--- config.mk ---
export PLATFORM = sky130hd
export DESIGN_NAME = alert_arbiter_flat
export DESIGN_NICKNAME = d
export VERILOG_FILES = /design/src/rtl/alert_pkg.sv /design/src/rtl/alert_if.sv /design/src/rtl/alert_tone_gen.sv /design/src/rtl/alert_arbiter.sv /design/src/flat_wrapper.sv
export SDC_FILE = /design/constraint.sdc
export NUM_CORES = 1
export LEC_CHECK = 0
export CAP_MARGIN = 20
export CORE_MARGIN = 4
export CORE_UTILIZATION = 40
export DETAILED_ROUTE_END_ITERATION = 8
export GPL_TIMING_DRIVEN = 1
export SLEW_MARGIN = 25
export SYNTH_ARGS = -nofsm -noshare
export SYNTH_HDL_FRONTEND = slang
export SYNTH_SLANG_ARGS = --single-unit
--- constraint.sdc ---
create_clock -name clk_1k -period 2.5 [get_ports clk_1k]
set_clock_uncertainty 0.05 [all_clocks]
set_input_delay 0.25 -clock clk_1k [delete_from_list [all_inputs] [get_ports clk_1k]]
set_output_delay 0.25 -clock clk_1k [all_outputs]
set_load 0.01 [all_outputs]
--- src/rtl/alert_pkg.sv ---
// Shared types and constants for the alert arbiter.
// FSM encodings, tone pattern codes, colour constants and timing.
package alert_pkg;

  localparam logic [1:0] ST_IDLE   = 2'd0;
  localparam logic [1:0] ST_ACTIVE = 2'd1;
  localparam logic [1:0] ST_GAP    = 2'd2;

  localparam logic [1:0] PAT_CONT = 2'd0;
  localparam logic [1:0] PAT_SLOW = 2'd1;
  localparam logic [1:0] PAT_FAST = 2'd2;
  localparam logic [1:0] PAT_LED  = 2'd3;

  localparam logic [2:0] RGB_OFF   = 3'b000;
  localparam logic [2:0] RGB_RED   = 3'b100;
  localparam logic [2:0] RGB_GREEN = 3'b010;
  localparam logic [2:0] RGB_BLUE  = 3'b001;

  localparam int PAT_PERIOD = 1000;

endpackage

--- src/rtl/alert_if.sv ---
// Request/grant bundle between alert sources and the arbiter.
// master: sources drive req/pattern/rgb_req/mute; slave: arbiter.
interface alert_if #(
  parameter int N_REQ = 4
);
  logic               mute;
  logic [N_REQ-1:0]   req;
  logic [2*N_REQ-1:0] pattern;
  logic [3*N_REQ-1:0] rgb_req;
  logic [N_REQ-1:0]   grant;
  logic               busy;
  logic               piezo_out;
  logic [2:0]         rgb_out;
  logic [7:0]         preempt_cnt;

  modport master (
    output mute, req, pattern, rgb_req,
    input  grant, busy, piezo_out,
    input  rgb_out, preempt_cnt
  );

  modport slave (
    input  mute, req, pattern, rgb_req,
    output grant, busy, piezo_out,
    output rgb_out, preempt_cnt
  );
endinterface

--- src/rtl/alert_tone_gen.sv ---
// Piezo pattern generator: pattern counter, fast phase, toggle flop.
// Ports: clk_1k, rst_n, active (next-cycle), pat, mute -> piezo_out.
module alert_tone_gen
  import alert_pkg::*;
#(
  parameter int SLOW_ON_MS   = 500,
  parameter int FAST_HALF_MS = 100
) (
  input  logic       clk_1k,
  input  logic       rst_n,
  input  logic       active,
  input  logic [1:0] pat,
  input  logic       mute,
  output logic       piezo_out
);

  localparam int FW = $clog2(2 * FAST_HALF_MS);

  logic          act_q;
  logic [9:0]    pat_cnt;
  logic [9:0]    pat_nxt;
  logic [FW-1:0] fast_cnt;
  logic [FW-1:0] fast_nxt;
  logic          tone_en;
  logic          piezo_d;

  // Counters restart at 0 on the first cycle of every grant,
  // so the registered outputs line up with the grant's cycle index.
  always_comb begin
    pat_nxt  = '0;
    fast_nxt = '0;
    if (active && act_q) begin
      if (pat_cnt == 10'(PAT_PERIOD - 1))
        pat_nxt = '0;
      else
        pat_nxt = pat_cnt + 10'd1;
      if (fast_cnt == FW'(2 * FAST_HALF_MS - 1))
        fast_nxt = '0;
      else
        fast_nxt = fast_cnt + FW'(1);
    end
  end

  always_comb begin
    tone_en = 1'b0;
    unique case (1'b1)
      (pat == PAT_CONT): tone_en = 1'b1;
      (pat == PAT_SLOW):
        tone_en = (pat_nxt < 10'(SLOW_ON_MS));
      (pat == PAT_FAST):
        tone_en = (fast_nxt < FW'(FAST_HALF_MS));
      default: tone_en = 1'b0;
    endcase
  end

  assign piezo_d = (active && tone_en && !mute)
                 ? ~piezo_out : 1'b0;

  always_ff @(posedge clk_1k or negedge rst_n) begin
    if (!rst_n) begin
      act_q     <= 1'b0;
      pat_cnt   <= '0;
      fast_cnt  <= '0;
      piezo_out <= 1'b0;
    end else begin
      act_q     <= active;
      pat_cnt   <= pat_nxt;
      fast_cnt  <= fast_nxt;
      piezo_out <= piezo_d;
    end
  end

endmodule

--- src/rtl/alert_arbiter.sv ---
// Fixed-priority piezo/RGB arbiter with minimum hold and silent gap.
// Ports: clk_1k, rst_n, bus (alert_if.slave: req/pattern/rgb in, grant/busy/piezo/rgb/preempt out).
module alert_arbiter
  import alert_pkg::*;
#(
  parameter int N_REQ        = 4,
  parameter int MIN_HOLD_MS  = 200,
  parameter int GAP_MS       = 50,
  parameter int SLOW_ON_MS   = 500,
  parameter int FAST_HALF_MS = 100
) (
  input  logic clk_1k,
  input  logic rst_n,
  alert_if.slave bus
);

  localparam int HW = $clog2(MIN_HOLD_MS + 1);
  localparam int GW = $clog2(GAP_MS + 1);

  logic [1:0]       state;
  logic [1:0]       state_d;
  logic [N_REQ-1:0] owner;
  logic [N_REQ-1:0] owner_d;
  logic [HW-1:0]    hold_cnt;
  logic [HW-1:0]    hold_d;
  logic [GW-1:0]    gap_cnt;
  logic [GW-1:0]    gap_d;
  logic [7:0]       pre_d;

  logic [N_REQ-1:0] hi;
  logic [N_REQ-1:0] upto;
  logic             owner_req;
  logic             higher_req;
  logic             hold_met;
  logic             act_d;
  logic [2:0]       rgb_sel;
  logic [1:0]       pat_sel;

  always_comb begin
    hi = '0;
    for (int i = 0; i < N_REQ; i++)
      if (bus.req[i]) hi = N_REQ'(1) << i;
  end

  // Bits at or below the owner; everything else outranks it.
  assign upto       = (owner << 1) - N_REQ'(1);
  assign owner_req  = |(bus.req & owner);
  assign higher_req = |(bus.req & ~upto);
  // Counting the entry cycle as hold 0 gives exactly
  // MIN_HOLD_MS granted cycles before a release can land.
  assign hold_met   = (hold_cnt >= HW'(MIN_HOLD_MS - 1));

  always_comb begin
    state_d = state;
    owner_d = owner;
    hold_d  = hold_cnt;
    gap_d   = gap_cnt;
    pre_d   = bus.preempt_cnt;
    unique case (1'b1)
      (state == ST_IDLE): begin
        if (|bus.req) begin
          state_d = ST_ACTIVE;
          owner_d = hi;
          hold_d  = '0;
        end
      end
      (state == ST_ACTIVE): begin
        if (hold_cnt < HW'(MIN_HOLD_MS))
          hold_d = hold_cnt + HW'(1);
        if (hold_met && !owner_req) begin
          state_d = ST_GAP;
          owner_d = '0;
          gap_d   = '0;
        end else if (hold_met && higher_req) begin
          state_d = ST_GAP;
          owner_d = '0;
          gap_d   = '0;
          if (bus.preempt_cnt != 8'hFF)
            pre_d = bus.preempt_cnt + 8'd1;
        end
      end
      (state == ST_GAP): begin
        if (gap_cnt == GW'(GAP_MS - 1)) begin
          if (|bus.req) begin
            state_d = ST_ACTIVE;
            owner_d = hi;
            hold_d  = '0;
          end else begin
            state_d = ST_IDLE;
            owner_d = '0;
          end
        end else begin
          gap_d = gap_cnt + GW'(1);
        end
      end
      default: begin
        state_d = ST_IDLE;
        owner_d = '0;
      end
    endcase
  end

  assign act_d = (state_d == ST_ACTIVE);

  always_comb begin
    rgb_sel = RGB_OFF;
    pat_sel = PAT_CONT;
    for (int i = 0; i < N_REQ; i++)
      if (owner_d[i]) begin
        rgb_sel |= bus.rgb_req[3*i +: 3];
        pat_sel |= bus.pattern[2*i +: 2];
      end
  end

  always_ff @(posedge clk_1k or negedge rst_n) begin
    if (!rst_n) begin
      state           <= ST_IDLE;
      owner           <= '0;
      hold_cnt        <= '0;
      gap_cnt         <= '0;
      bus.preempt_cnt <= '0;
      bus.grant       <= '0;
      bus.busy        <= 1'b0;
      bus.rgb_out     <= RGB_OFF;
    end else begin
      state           <= state_d;
      owner           <= owner_d;
      hold_cnt        <= hold_d;
      gap_cnt         <= gap_d;
      bus.preempt_cnt <= pre_d;
      bus.grant       <= act_d ? owner_d : '0;
      bus.busy        <= (state_d != ST_IDLE);
      bus.rgb_out     <= act_d ? rgb_sel : RGB_OFF;
    end
  end

  alert_tone_gen #(
    .SLOW_ON_MS   (SLOW_ON_MS),
    .FAST_HALF_MS (FAST_HALF_MS)
  ) u_tone (
    .clk_1k    (clk_1k),
    .rst_n     (rst_n),
    .active    (act_d),
    .pat       (pat_sel),
    .mute      (bus.mute),
    .piezo_out (bus.piezo_out)
  );

endmodule

--- src/flat_wrapper.sv ---
// flat-port wrapper written by rule: the top's interface ports become plain ports
module alert_arbiter_flat import alert_pkg::*;
#(
  parameter int N_REQ        = 4,
  parameter int MIN_HOLD_MS  = 200,
  parameter int GAP_MS       = 50,
  parameter int SLOW_ON_MS   = 500,
  parameter int FAST_HALF_MS = 100
)
  (clk_1k, rst_n, bus_mute, bus_req, bus_pattern, bus_rgb_req, bus_grant, bus_busy, bus_piezo_out, bus_rgb_out, bus_preempt_cnt);
  alert_if #(.N_REQ(N_REQ)) bus_i ();
  input  logic clk_1k;
  input  logic rst_n;
  input wire logic [$bits(bus_i.mute)-1:0] bus_mute;
  input wire logic [$bits(bus_i.req)-1:0] bus_req;
  input wire logic [$bits(bus_i.pattern)-1:0] bus_pattern;
  input wire logic [$bits(bus_i.rgb_req)-1:0] bus_rgb_req;
  output wire logic [$bits(bus_i.grant)-1:0] bus_grant;
  output wire logic [$bits(bus_i.busy)-1:0] bus_busy;
  output wire logic [$bits(bus_i.piezo_out)-1:0] bus_piezo_out;
  output wire logic [$bits(bus_i.rgb_out)-1:0] bus_rgb_out;
  output wire logic [$bits(bus_i.preempt_cnt)-1:0] bus_preempt_cnt;
  assign bus_i.mute = bus_mute;
  assign bus_i.req = bus_req;
  assign bus_i.pattern = bus_pattern;
  assign bus_i.rgb_req = bus_rgb_req;
  assign bus_grant = bus_i.grant;
  assign bus_busy = bus_i.busy;
  assign bus_piezo_out = bus_i.piezo_out;
  assign bus_rgb_out = bus_i.rgb_out;
  assign bus_preempt_cnt = bus_i.preempt_cnt;
  alert_arbiter #(.N_REQ(N_REQ), .MIN_HOLD_MS(MIN_HOLD_MS), .GAP_MS(GAP_MS), .SLOW_ON_MS(SLOW_ON_MS), .FAST_HALF_MS(FAST_HALF_MS)) u_core (.clk_1k(clk_1k), .rst_n(rst_n), .bus(bus_i));
endmodule
==> flow_summary.toml, run 1 <==
[final_layout]
area_delta_synth_final_pct = 29.7
fin_util_pct = 54.0
final_cells = 493
register_area_um2 = 1400
fill_cells = 687
num_antenna_cells = 0
nNetsFinal = 427
multi_input_area_um2 = 1620
drive_gt1_share_pct = 15.7

[worst_setup_path]
cp.required_ns = 2.64
slowest_stage = "or3b_4"
crit_family = "compound AO/OA/AOI/OAI gates"
path_depth = 9
endpoint_kind = "flop"
slowest_delay_ns = 0.40
path_cells = "inv_1, ha_2, or3b_4, o22ai_4, mux2i_1, o2bb2ai_2, a2111oi_4, nand2b_1, a2111oi_2"
r2r_cells = 9
path_max_fanout = 4
critPathBufInv = 1
critical_path_class = "reg2reg"
start_kind = "flop"
cp.arrival_ns = 2.69

[routing]
drc = 0
dr.first_iter.drc_count = 129
postRouteAntennaNets = 0
wire_per_inst_um = 14.1
finalWirelength_mm = 6.97
dr.pass1.iters = 4
vias = 2528
avgViaCountPerCell = 5.13

[timing]
max_freq_mhz = 392
setup_slack_ns = -0.0485
fin_crit_sh_pct = 102
fin_crit_ns = 2.55
hold_viol = 0
hold_ws_ns = 0.427
setup_violations = 1
tightest_slew_ns = 0.585
rsz0062_at_grt = "yes"
slew_viol_final = 0
relSlewSlack_pct = 61.0

[flow_run]
drv_cap = 0

[placed_design]
pre_cts_ws_ns = -0.253
hpwl_mm = 5.42
gp_congestion = 0.856
portBuffers = 43
placed_cells = 480

[floorplan]
io_pins = 44
die-area_um2 = 9130
die_h_um = 95.5
rows = 31
initial_core_util_pct = 41.6
die_w_um = 95.5
core_area_um2 = 7370

[clock_tree]
root_buffer = "clkbuf_8"
clock-sinks = 56
htreeDepth = 2
clockBufferDepth = 2
cts_made_buffers = 5
clk_latency_ns = 0.30
cts_tree = "yes"
path_clk_slew_ns = 0.10

[pwr]
ir_worst_vdd_v = 0.000347
p_clk_share_pct = 19.0
combPwrFrac_pct = 33.9
seqPwrFrac_pct = 47.1
p_total_mw = 2.68
switching_power_uw = 927
switching_share_pct = 34.5
powerDensity_nw_per_um2 = 675
p_int_mw = 1.76
p_leak_nw = 1.73

[status]
status = "finished with violations"
failed_checks = "negative setup slack"

[synth]
syn_inst = 315
synth_compound_area_share_pct = 17.7
ys_ff_latch = 56
synth.area.top_cells = "dfrtp_1 46%, nor2_1 5.6%, xnor2_1 4.3%"
yosysSeqAreaShare_pct = 45.7
muxShareOfSynthArea_pct = 0.694
yosysTopAreaCellShare_pct = 45.7
synth.distinct_cells = 67
syn_area_um2 = 3070
postSynth.asyncResetShare_pct = 100
synthAdderAreaFrac_pct = 2.86
synth_top_family_by_area = "simple AND/OR/NAND/NOR gates"
synth_edf_count = 0
syn_nets = 349
synthXorXnorAreaFrac_pct = 8.57
synth_simple_gate_area_share_pct = 22.2
synth.largest_area_cell = "dfrtp_1"
synth.avg_cell_area_um2 = 9.73
synth_ff_type = "dfrtp_1"
ys_warn_count = 0

[global_route]
grt_pass1_wl_mm = 12.0
grtUsageTotal_pct = 16.5
grt_antenna_before_repair = 0
grt_max_degree = 33
grt_pass1_vias = 2539
overflow = 0

[worst_hold_path]
hp-class = "in2async"
-- repair_timing --
action	CTS	global route
pin swaps	6	5
hold buffers	1	0
hold endpoints to repair	24	0
endpoints found under the setup margin	1	2
resized for setup	1	4
buffers inserted	3	2
-- final timing paths --
path / slack [ns] / start / end
max in group asynchronous: 1.39 / rst_n / u_core.u_tone.fast_cnt[1]$_DFF_PN0_
min: 0.43 / rst_n / u_core.bus.preempt_cnt[0]$_DFFE_PN0P_
min reg2reg: 0.43 / u_core.u_tone.piezo_out$_DFF_PN0_ / u_core.u_tone.piezo_out$_DFF_PN0_
max reg2reg: -0.05 / u_core.gap_cnt[1]$_DFFE_PN0P_ / u_core.u_tone.piezo_out$_DFF_PN0_
max: -0.05 / u_core.gap_cnt[1]$_DFFE_PN0P_ / u_core.u_tone.piezo_out$_DFF_PN0_
min in group clk_1k: 0.43 / u_core.u_tone.piezo_out$_DFF_PN0_ / u_core.u_tone.piezo_out$_DFF_PN0_
-- cell type report --
cell class,count,area share (%)
multi-input cells,243,40.7
flip-flops and latches,56,35.2
repair buffers,78,17.7
well taps,99,3.12
clock buffers,7,2.17
inverters,9,0.850
clock inverters,1,0.189
-- state kept, by name, indices dropped and copies added, names as in the netlist --
register / cells
u_core.bus.busy: 1
u_core.bus.rgb_out: 3
u_core.owner: 4
u_core.gap_cnt: 6
u_core.state: 2
u_core.u_tone.piezo_out: 1
u_core.u_tone.act_q: 1
u_core.u_tone.pat_cnt: 10
u_core.u_tone.fast_cnt: 8
u_core.bus.preempt_cnt: 8
u_core.hold_cnt: 8
u_core.bus.grant: 4
-- per-stage QoR --
stage	TNS, ns	area [µm²]
detailed placement	-0.253	3820
floorplan	0	3070
finish	-0.0485	3980
CTS	-0.135	3950
global route	-0.189	3980
global placement	-0.129	3820
-- logic make-up (layout without fill, tap and decap cells) --
kind of cell,Yosys count,count (layout)
AO/OA/AOI/OAI,70,70
XOR/XNOR,30,30
adder cells (fa/ha/maj),7,7
buffers and inverters,16,95
flip-flops,56,56
multiplexers,2,2
AND/OR/NAND/NOR,134,134
-- metal layers --
layer | vias up | global-route usage (%) | wire length [µm]
li1 | 1287 | - | -
met4 | 0 | 4.03 | 50
met5 | - | 0 | 0
met3 | 4 | 3.24 | 295
met2 | 45 | 25.1 | 3160
met1 | 1192 | 24.1 | 3460
-- power groups by stage --
stage	registers (mW)	clock network, mW	logic [mW]
CTS	1.26	0.530	0.903
detailed placement	1.28	0	0.884
finish	1.26	0.511	0.910
floorplan	1.25	0	0.529
global placement	1.28	0	0.865
global route	1.30	0.574	1.02
-- Yosys cell counts, drive strengths merged (2+ instances only) --
| cell type | n |
|---|---|
| nand4 | 11 |
| buf | 3 |
| o21a | 2 |
| a221oi | 2 |
| ha | 7 |
| nand3b | 3 |
| a21oi | 16 |
| a31oi | 4 |
| clkbuf | 4 |
| a22oi | 8 |
| o32a | 2 |
| nand2b | 4 |
| inv | 9 |
| xor2 | 15 |
| or3 | 2 |
| nor2b | 3 |
| nor4b | 2 |
| a21o | 2 |
| and2 | 3 |
| nor4 | 4 |
| nand3 | 13 |
| and3 | 5 |
| xnor2 | 15 |
| a22o | 2 |
| nor2 | 47 |
| a2111oi | 2 |
| a21boi | 3 |
| o22ai | 2 |
| o21ai | 9 |
| nor3 | 2 |
| dfrtp | 56 |
| nand2 | 30 |
| o211ai | 4 |
-- cell usage in the layout (no fill, tap or decap), drive strengths merged, types with 2 or more instances in the layout --
cell and instances:
nor2 47, clkbuf 7, buf 35, and2 3, a221oi 2, a2111oi 2
nand3 13, o21a 2, nand2 30, nand3b 3, o21ai 9, a22o 2
clkdlybuf4s50 42, dfrtp 56, xnor2 15, nor2b 3, o22ai 2, a31oi 4
nor3 2, or3 2, nor4b 2, a21boi 3, xor2 15, ha 7
a22oi 8, nand4 11, nor4 4, inv 9, nand2b 4, o32a 2
and3 5, o211ai 4, a21o 2, a21oi 16
-- worst register-to-register path, stage by stage (launching register included) --
cell and delay (ns):
dfrtp_1 0.39, inv_1 0.06, ha_2 0.16, or3b_4 0.40
o22ai_4 0.18, mux2i_1 0.25, o2bb2ai_2 0.11, a2111oi_4 0.38
nand2b_1 0.11, a2111oi_2 0.36
Power figures use the tool's default switching activity.
==> inputs of run 2 (changes only) <==
--- a/config.mk
+++ b/config.mk
@@ -10,7 +10,7 @@
 export CORE_UTILIZATION = 40
 export DETAILED_ROUTE_END_ITERATION = 8
 export GPL_TIMING_DRIVEN = 1
-export SLEW_MARGIN = 25
+export SLEW_MARGIN = 20
 export SYNTH_ARGS = -nofsm -noshare
 export SYNTH_HDL_FRONTEND = slang
 export SYNTH_SLANG_ARGS = --single-unit
==> results of run 2 <==
Same layout as run 1: the final DEF is identical, and so are final timing and power.
